==> src/rtl/regfile_writeback.sv <==
// Register-file writeback queue: merges ALU and load results into one
// ordered stream of one-hot register-bank writes.
module regfile_writeback #(
  parameter int DEPTH         = 4,
  parameter int RESERVED_BASE = 13
) (
  input  logic                    clk,
  input  logic                    reset,
  input  logic                    alu_valid,
  output logic                    alu_ready,
  input  logic [3:0]              alu_dest,
  input  logic [15:0]             alu_data,
  input  logic                    mem_valid,
  output logic                    mem_ready,
  input  logic [3:0]              mem_dest,
  input  logic [15:0]             mem_data,
  input  logic                    priv,
  input  logic                    wb_stall,
  output logic [15:0]             rEnable,
  output logic [15:0]             writePort,
  output logic [15:0]             pending,
  output logic                    drop_err,
  output logic [$clog2(DEPTH):0]  count
);

  localparam int PW = $clog2(DEPTH);
  localparam int CW = PW + 1;
  localparam logic [3:0] RB = 4'(RESERVED_BASE);

  logic [3:0]    dest_q [DEPTH];
  logic [15:0]   data_q [DEPTH];
  logic [PW-1:0] wr_ptr;
  logic [PW-1:0] rd_ptr;
  logic [PW-1:0] alu_slot;
  logic [PW-1:0] off;

  logic mem_fire, alu_fire;
  logic mem_keep, alu_keep;
  logic pop;

  assign mem_ready = reset && (count < CW'(DEPTH));
  assign alu_ready = reset &&
    ((count <= CW'(DEPTH - 2)) ||
     ((count == CW'(DEPTH - 1)) && !mem_valid));

  assign mem_fire = mem_valid && mem_ready;
  assign alu_fire = alu_valid && alu_ready;
  // Protected registers are writable only with priv set
  assign mem_keep = mem_fire && !((mem_dest >= RB) && !priv);
  assign alu_keep = alu_fire && !((alu_dest >= RB) && !priv);

  assign pop      = (count != '0) && !wb_stall;
  assign alu_slot = wr_ptr + PW'(mem_keep);

  always_ff @(posedge clk or negedge reset) begin
    if (!reset) begin
      wr_ptr    <= '0;
      rd_ptr    <= '0;
      count     <= '0;
      rEnable   <= '0;
      writePort <= '0;
      drop_err  <= 1'b0;
    end else begin
      wr_ptr   <= wr_ptr + PW'(mem_keep) + PW'(alu_keep);
      rd_ptr   <= rd_ptr + PW'(pop);
      count    <= count + CW'(mem_keep) + CW'(alu_keep) - CW'(pop);
      drop_err <= (mem_fire && !mem_keep) || (alu_fire && !alu_keep);
      if (pop) begin
        rEnable   <= 16'h0001 << dest_q[rd_ptr];
        writePort <= data_q[rd_ptr];
      end else begin
        rEnable   <= '0;
      end
    end
  end

  // Storage needs no reset; occupancy gates every read
  always_ff @(posedge clk) begin
    if (mem_keep) begin
      dest_q[wr_ptr] <= mem_dest;
      data_q[wr_ptr] <= mem_data;
    end
    if (alu_keep) begin
      dest_q[alu_slot] <= alu_dest;
      data_q[alu_slot] <= alu_data;
    end
  end

  always_comb begin
    pending = '0;
    off     = '0;
    for (int i = 0; i < DEPTH; i++) begin
      off = PW'(i) - rd_ptr;
      if ({1'b0, off} < count) pending[dest_q[i]] = 1'b1;
    end
  end

endmodule

==> config.mk <==
export PLATFORM = sky130hd
export DESIGN_NAME = regfile_writeback
export DESIGN_NICKNAME = d
export VERILOG_FILES = /design/src/rtl/regfile_writeback.sv
export SDC_FILE = /design/constraint.sdc
export NUM_CORES = 1
export LEC_CHECK = 0
export BUFFER_PORTS_ARGS = -buffer_cell sky130_fd_sc_hd__buf_2
export CORE_ASPECT_RATIO = 0.5
export CORE_MARGIN = 1
export CORE_UTILIZATION = 52
export DETAILED_ROUTE_END_ITERATION = 10
export MAX_ROUTING_LAYER = met4
export PLACE_DENSITY = 0.83
export SETUP_SLACK_MARGIN = 0.02
export SLEW_MARGIN = 20
export SYNTH_ARGS = -nofsm -noshare
export SYNTH_HDL_FRONTEND = slang
export SYNTH_SLANG_ARGS = --single-unit
export TNS_END_PERCENT = 10
==> constraint.sdc <==
create_clock -name clk -period 3 [get_ports clk]
set_input_delay 0.45 -clock clk [delete_from_list [all_inputs] [get_ports clk]]
set_output_delay 0.45 -clock clk [all_outputs]
set_load 0.005 [all_outputs]
==> reports/results.ini, run 1 <==
[outcome]
status = complete, no violations

[routing]
drt_wl_total_mm = 16.1
wire_per_inst_um = 21.7
first_iter_violations = 437
detail-route-antenna-nets = 0
via_per_inst = 5.95
drtPass1Iterations = 5
drc_errors = 0
vias = 4424

[power_and_ir_drop]
power_frac_comb_pct = 40.1
p_leak_nw = 3.14
p_switching_mw = 2.55
internal_power_mw = 4.78
switching_share_pct = 34.8
p_seq_share_pct = 33.2
ir_drop_uv = 438
p_clk_share_pct = 26.7
powerDensity_nw_per_um2 = 922

[floorplanning]
io_pins = 100
coreArea_sq_um = 12000
rows = 28
start_util_pct = 54.0
die_y_um = 80.9
die_w_um = 160
die-area_sq_um = 12900

[yosys]
ys_seq_elements = 120
synth_edf_count = 80
async_reset_ff_share_pct = 33.3
synthesis.area_sq_um = 6470
yosys_warnings = 0
ys_seq_area_share_pct = 52.6
syn_inst = 441
synthDistinctLibCells = 59
syn_avg_cell_area_sq_um = 14.7
syn_nets = 497
synth_ff_type = edfxtp_1

[grt]
grt.overflow.total = 0
grt_max_degree = 43
grt_pass1_vias = 4441
grt_usage_pct = 26.2
grt_pass1_wl_mm = 24.3
antenna_found_initial = 0

[clock_network]
holdBufCountCts = 0
clk_pin_slew_ns = 0.05
clockRootBuffer = clkbuf_16
cts.htree.levels = 4
clkLatencyLatePin_ns = 0.41
cts_made_buffers = 17
cts_tree = built
clock-sinks = 120
clock_path_buffers = 2

[timing]
fin_skew_ns = 0.0121
setup_viol = 0
max_slew_margin_pct = 61.4
fin_crit_sh_pct = 97.2
finalMaxSlewViolations = 0
hold_viol_final = 0
whs_ns = 0.326
max_freq_mhz = 343
rsz0062_at_grt = true
final.setup.tns_ns = 0
worst_slew_pin_slew_ns = 0.579
post-route-min-period_ns = 2.91
fin_ws_ns = 0.0851

[layout]
fin_nets = 621
flow.area_growth_from_synthesis_pct = 23.0
final_common_cell = buf_2
drive_gt1_share_pct = 50.9
antenna_cells = 0
fillCellCount = 829
design_area_sq_um = 7950
layout.cells.most_common_list = buf_2, edfxtp_1, mux2_2
utilization_pct = 66.4

[placement]
hpwl_mm = 10.1
io_buffers = 99
place.gp.congestion = 0.906
post-place-ws_ns = 0.0323
placed_area_sq_um = 7250

[setup_path]
critPathKind = register to output port
worst_setup_path_start_kind = register
critPathCaptureType = output port
cp_max_fo = 5
critPathRequiredTime_ns = 2.55
cp_data_arrival_time_ns = 2.46

[hold_path]
min_path_type = input pin to async pin

[run]
max_cap_violations = 0

cell usage after synthesis, types with 3 or more instances:
library cell,instances,area (sq um)
mux2_2,76,856
a31o_2,3,26.3
a32oi_1,3,26.3
nand2b_1,3,18.8
nand4_1,6,37.5
nand2_1,13,48.8
ha_1,9,113
nor2_1,26,97.6
clkbuf_1,6,22.5
a22o_1,3,26.3
inv_1,14,52.6
nand3b_1,3,22.5
buf_6,5,56.3
o211ai_1,4,30.0
nor2b_1,13,81.3
edfxtp_1,80,2400
mux2_4,10,150
nand3_1,16,80.1
mux2_1,10,113
dfrtp_1,40,1000
a22oi_1,9,67.6
xor2_1,5,43.8
buf_4,7,52.6
a2111oi_2,7,105
mux4_2,20,450
nand4b_1,6,52.6
nor3_1,4,20.0
registers in the layout, indices dropped and copies added, names as in the netlist:
name       count
count          3
data_q        64
wr_ptr         2
drop_err       1
writePort     16
rEnable       16
dest_q        16
rd_ptr         2
logic make-up (layout without fill, tap and decap cells):
family                     Yosys count  count (layout)  synth area share (%)
DFF                                120             120                  52.6
muxes                              117             117                  24.5
and+or+nand+nor                    105             105                  9.73
AOI/OAI and AO/OA                   47              47                  6.99
buffers and inverters               35             172                  3.06
adders and majority gates           10              10                  2.05
xor gates and xnor gates             7               7                  1.06
per-layer routing:
metal	GRT usage, %	vias to the layer above	share of wire, %
li1	-	1973	-
met1	32.9	2239	44
met2	43.0	182	48
met3	4.90	30	6.0
met4	10.2	0	2.1
met5	-	-	0
worst max-delay path, stage by stage (launching register included):
cell	delay, ns
dfrtp_1	0.42
xor2_2	0.19
inv_1	0.06
ha_1	0.28
nor2b_4	0.17
a2111oi_4	0.46
a32oi_1	0.16
o211ai_1	0.15
buf_2	0.17
per-stage QoR:
step | instances | total power [mW]
detailed placement | 711 | 5.10
global route | 743 | 7.65
CTS | 743 | 7.24
finish | 743 | 7.34
global placement | 711 | 5.02
floorplan | 441 | 4.22
final cells by class:
type | count | area, sq um | area share, %
multi-input cells | 286 | 3010 | 37.8
flip-flops and latches | 120 | 3400 | 42.8
repair buffers | 126 | 714 | 8.98
clock buffers | 20 | 437 | 5.49
inverters | 14 | 52.6 | 0.661
well taps | 165 | 206 | 2.60
clock inverters | 12 | 129 | 1.62
what timing repair did:
action / in CTS / in global routing
endpoints found under the hold margin: 0 / 0
pin swaps: 0 / 6
setup buffers: 0 / 1
setup endpoints to repair: 16 / 21
resized for setup: 12 / 7
power groups by stage:
| stage | Combinational, mW | Sequential, mW | Clock [mW] |
|---|---|---|---|
| 5_1_grt | 3.14 | 2.47 | 2.04 |
| 3_5_place_dp | 2.65 | 2.44 | 0 |
| 2_1_floorplan | 1.83 | 2.40 | 0 |
| 3_3_place_gp | 2.59 | 2.43 | 0 |
| 4_1_cts | 2.85 | 2.43 | 1.96 |
| 6_report | 2.94 | 2.44 | 1.96 |
worst paths after layout:
path / from / to / cells after the start / slack [ns]
max reg2reg: count[2]$_DFF_PN0_ / dest_q[2][0]$_DFFE_PP_ / 8 / 0.15
max: rd_ptr[1]$_DFF_PN0_ / pending[13] / 8 / 0.09
min in group clk: alu_valid / drop_err$_DFF_PN0_ / 2 / 0.33
min: reset / writePort[0]$_DFFE_PN0P_ / 3 / 0.33
max in group asynchronous: reset / rEnable[15]$_DFF_PN0_ / 3 / 2.25
min reg2reg: writePort[2]$_DFFE_PN0P_ / writePort[2]$_DFFE_PN0P_ / 1 / 0.50
Note: power is estimated with default switching activity, not from simulation.
==> run 2, diff against run 1 <==
--- a/config.mk
+++ b/config.mk
@@ -5,7 +5,9 @@
 export SDC_FILE = /design/constraint.sdc
 export NUM_CORES = 1
 export LEC_CHECK = 0
+export ABC_AREA = 1
 export BUFFER_PORTS_ARGS = -buffer_cell sky130_fd_sc_hd__buf_2
+export CAP_MARGIN = 20
 export CORE_ASPECT_RATIO = 0.5
 export CORE_MARGIN = 1
 export CORE_UTILIZATION = 52
==> reports/results.ini, run 2 <==
[run]
max_cap_violations = 0  ; unchanged

[grt]
grt_pass1_wl_mm = 30.4  ; +25%
grt_max_degree = 82  ; +91%
grt.overflow.total = 0  ; unchanged
antenna_found_initial = 0  ; unchanged
grt_usage_pct = 30.1  ; +3.9 points
grt_pass1_vias = 6122  ; +38%

[setup_path]
worst_setup_path_start_kind = register
startpoint = rd_ptr[1]$_DFF_PN0_
critPathRequiredTime_ns = 2.55  ; about the same
cp_num_cells = 10  ; +2
critPathCapture = pending[10]
r2r_setup_slack_ns = 0.38  ; +0.23 ns
cp_num_buf_inv = 2  ; unchanged
critPathCaptureType = output port
rr_worst_depth = 10  ; +2
timing.rr.end = data_q[0][12]$_DFFE_PP_
cp_max_fo = 7  ; +2
critPathMaxStageDelay_ns = 0.49  ; +0.03 ns
cpMostUsedCell = nand2_1
slowest_stage = dfrtp_1
cp_data_arrival_time_ns = 2.31  ; -0.15 ns
path_cells = nand2_2 -> nand2_1 -> inv_1 -> ha_1 -> nand3_1 -> nand2_1 -> nor2_1 -> nand2_1 -> nand4_1 -> buf_2
critPathTopFamily = simple AND/OR/NAND/NOR gates
r2r-start = count[2]$_DFF_PN0_
critPathKind = register to output port

[routing]
wire_per_inst_um = 17.1  ; -21%
detail-route-antenna-nets = 0  ; unchanged
drtPass1Iterations = 9  ; +4
drc_errors = 2  ; +2
via_per_inst = 5.78  ; -2.9%
vias = 6501  ; +47%
drt_wl_total_mm = 19.2  ; +19%
first_iter_violations = 915  ; +110%

[placement]
io_buffers = 99  ; unchanged
hpwl_mm = 12.2  ; +21%
place.gp.congestion = 0.942  ; +3.9%
dp.cells = 1092  ; +54%

[clock_network]
clk_pin_slew_ns = 0.06  ; about the same
cts_resized = 0  ; -12
cts_tree = built
cts.htree.levels = 4  ; unchanged
cts_made_buffers = 17  ; unchanged
holdBufCountCts = 0  ; unchanged
clock-sinks = 120  ; unchanged
post_cts_buffers = 0  ; unchanged
clock_path_buffers = 2  ; unchanged
clkLatencyLatePin_ns = 0.43  ; +0.02 ns
clockRootBuffer = clkbuf_16

[yosys]
syn_inst = 849  ; +93%
synth_ff_type = edfxtp_1
ys_seq_area_share_pct = 49.8  ; -2.8 points
yosys_warnings = 0  ; unchanged
yosys.area.top_type = edfxtp_1
synthTopCellsByArea = edfxtp_1, nand2_1, dfrtp_1, nand4_1, nor2_1
synth_top_area_share_pct = 35.2  ; -2.0 points
ys_top_cells_by_count = nand2_1, nand4_1, edfxtp_1
syn_nets = 905  ; +82%
synth.most_common_cell = nand2_1
async_reset_ff_share_pct = 33.3  ; unchanged
synthDistinctLibCells = 31  ; -47%
synth_edf_count = 80  ; unchanged
synthesis.area_sq_um = 6830  ; +5.6%
ys_seq_elements = 120  ; unchanged
syn_avg_cell_area_sq_um = 8.05  ; -45%

[layout]
final_cell_count_no_fill = 1125  ; +51%
fin_nets = 998  ; +61%
antenna_cells = 0  ; unchanged
layout.cells.most_common_list = nand2_1, nand4_1, buf_2
drive_gt1_share_pct = 18.7  ; -32 points
final_common_cell = nand2_1
largest_register_ffs = 64  ; unchanged
top_register = data_q
flow.area_growth_from_synthesis_pct = 17.8
fillCellCount = 1012  ; +22%

[timing]
max_slew_margin_pct = 25.7  ; -36 points
fin_crit_sh_pct = 91.9  ; -5.3 points
finalMaxSlewViolations = 0  ; unchanged
fin_skew_ns = 0.00938  ; -0.00270 ns
max_freq_mhz = 363  ; +5.7%
post-route-min-period_ns = 2.76  ; -0.158 ns
rsz0062_at_grt = true
setup_viol = 0  ; unchanged
final.setup.tns_ns = 0  ; unchanged
worst_slew_pin_slew_ns = 1.11  ; +0.535 ns
hold_viol_final = 0  ; unchanged

[power_and_ir_drop]
powerDensity_nw_per_um2 = 925  ; +0.28%
switching_share_pct = 41.6  ; +6.8 points
internal_power_mw = 4.35  ; -9.0%
power_frac_comb_pct = 40.5  ; +0.4 points
power.total_mw = 7.45  ; +1.5%
p_switching_mw = 3.09  ; +21%
p_seq_share_pct = 32.5  ; -0.7 points
p_leak_nw = 3.86  ; +23%
p_clk_share_pct = 27.0  ; +0.3 points
ir_drop_uv = 410  ; -6.4%

[floorplanning]
start_util_pct = 53.6  ; -0.34 points
die_w_um = 164  ; +2.7%
die_y_um = 83.0  ; +2.7%
die-area_sq_um = 13600  ; +5.5%
rows = 29  ; +3.6%
coreArea_sq_um = 12700  ; +6.3%
io_pins = 100  ; unchanged

[outcome]
violations = design-rule violations
status = complete, but fails checks

[hold_path]
min_path_type = input pin to async pin

-- run 2: stage by stage --
stage	hold WS, ns	setup WS (ns)	area, sq um	util [%]
after floorplan	0.154	0.174	6830	-
after global placement	0.507	0.349	7450	58.5
after detailed placement	0.510	0.227	7450	58.5
after CTS	0.239	0.173	8030	63.1
after global routing	0.266	0.0190	8050	63.2
final	0.213	0.243	8050	63.2
-- run 2: worst min-delay path by stage --
stage | to | slack, ns | depth (start not counted) | startpoint
final | writePort[13]$_DFFE_PN0P_ | 0.21 | 2 | reset
after global routing | writePort[13]$_DFFE_PN0P_ | 0.27 | 2 | reset
after CTS | writePort[13]$_DFFE_PN0P_ | 0.24 | 2 | reset
after detailed placement | writePort[12]$_DFFE_PN0P_ | 0.51 | 2 | writePort[12]$_DFFE_PN0P_
after global placement | writePort[12]$_DFFE_PN0P_ | 0.51 | 2 | writePort[12]$_DFFE_PN0P_
after floorplan | count[0]$_DFF_PN0_ | 0.15 | 0 | reset
-- run 2: power by group through the flow --
stage / Clock [mW] / Sequential, mW / Combinational (mW)
after floorplan: 0 / 2.42 / 1.98
after global placement: 0 / 2.43 / 2.85
after detailed placement: 0 / 2.45 / 2.94
after CTS: 2.01 / 2.42 / 2.97
after global routing: 2.09 / 2.46 / 3.33
final: 2.01 / 2.42 / 3.02
-- run 2: cell type report --
class,count,area (sq um),area share (%)
Sequential cell,120,3400,42.3
Multi-Input combinational cell,619,2940,36.5
Timing Repair Buffer,116,656,8.15
Clock buffer,19,433,5.38
Inverter,68,255,3.17
Tap cell,170,213,2.64
Clock inverter,13,146,1.82
-- run 2: cells by family after synthesis --
kind of cell | Yosys count | share of synthesized area, %
AOI/OAI and AO/OA | 29 | 3.08
xor gates and xnor gates | 3 | 0.385
adders and majority gates | 10 | 1.94
buffers and inverters | 110 | 7.58
DFF | 120 | 49.8
and+or+nand+nor | 577 | 37.2
-- run 2: worst reg2reg max path, delay by kind of cell, from the launching register on --
family / cells / cell delay (ns)
AO/OA/AOI/OAI: 1 / 0.34
buffers and inverters: 2 / 0.22
AND/OR/NAND/NOR: 6 / 1.03
adder cells (fa/ha/maj): 1 / 0.20
flip-flops: 1 / 0.44
-- run 2: routing by layer --
| layer | GRT usage [%] | wire, um | part of all wire [%] |
|---|---|---|---|
| met5 | - | 0 | 0 |
| met4 | 14.0 | 620 | 3.2 |
| met3 | 6.49 | 1980 | 10 |
| met2 | 45.4 | 8820 | 46 |
| met1 | 38.9 | 7810 | 41 |
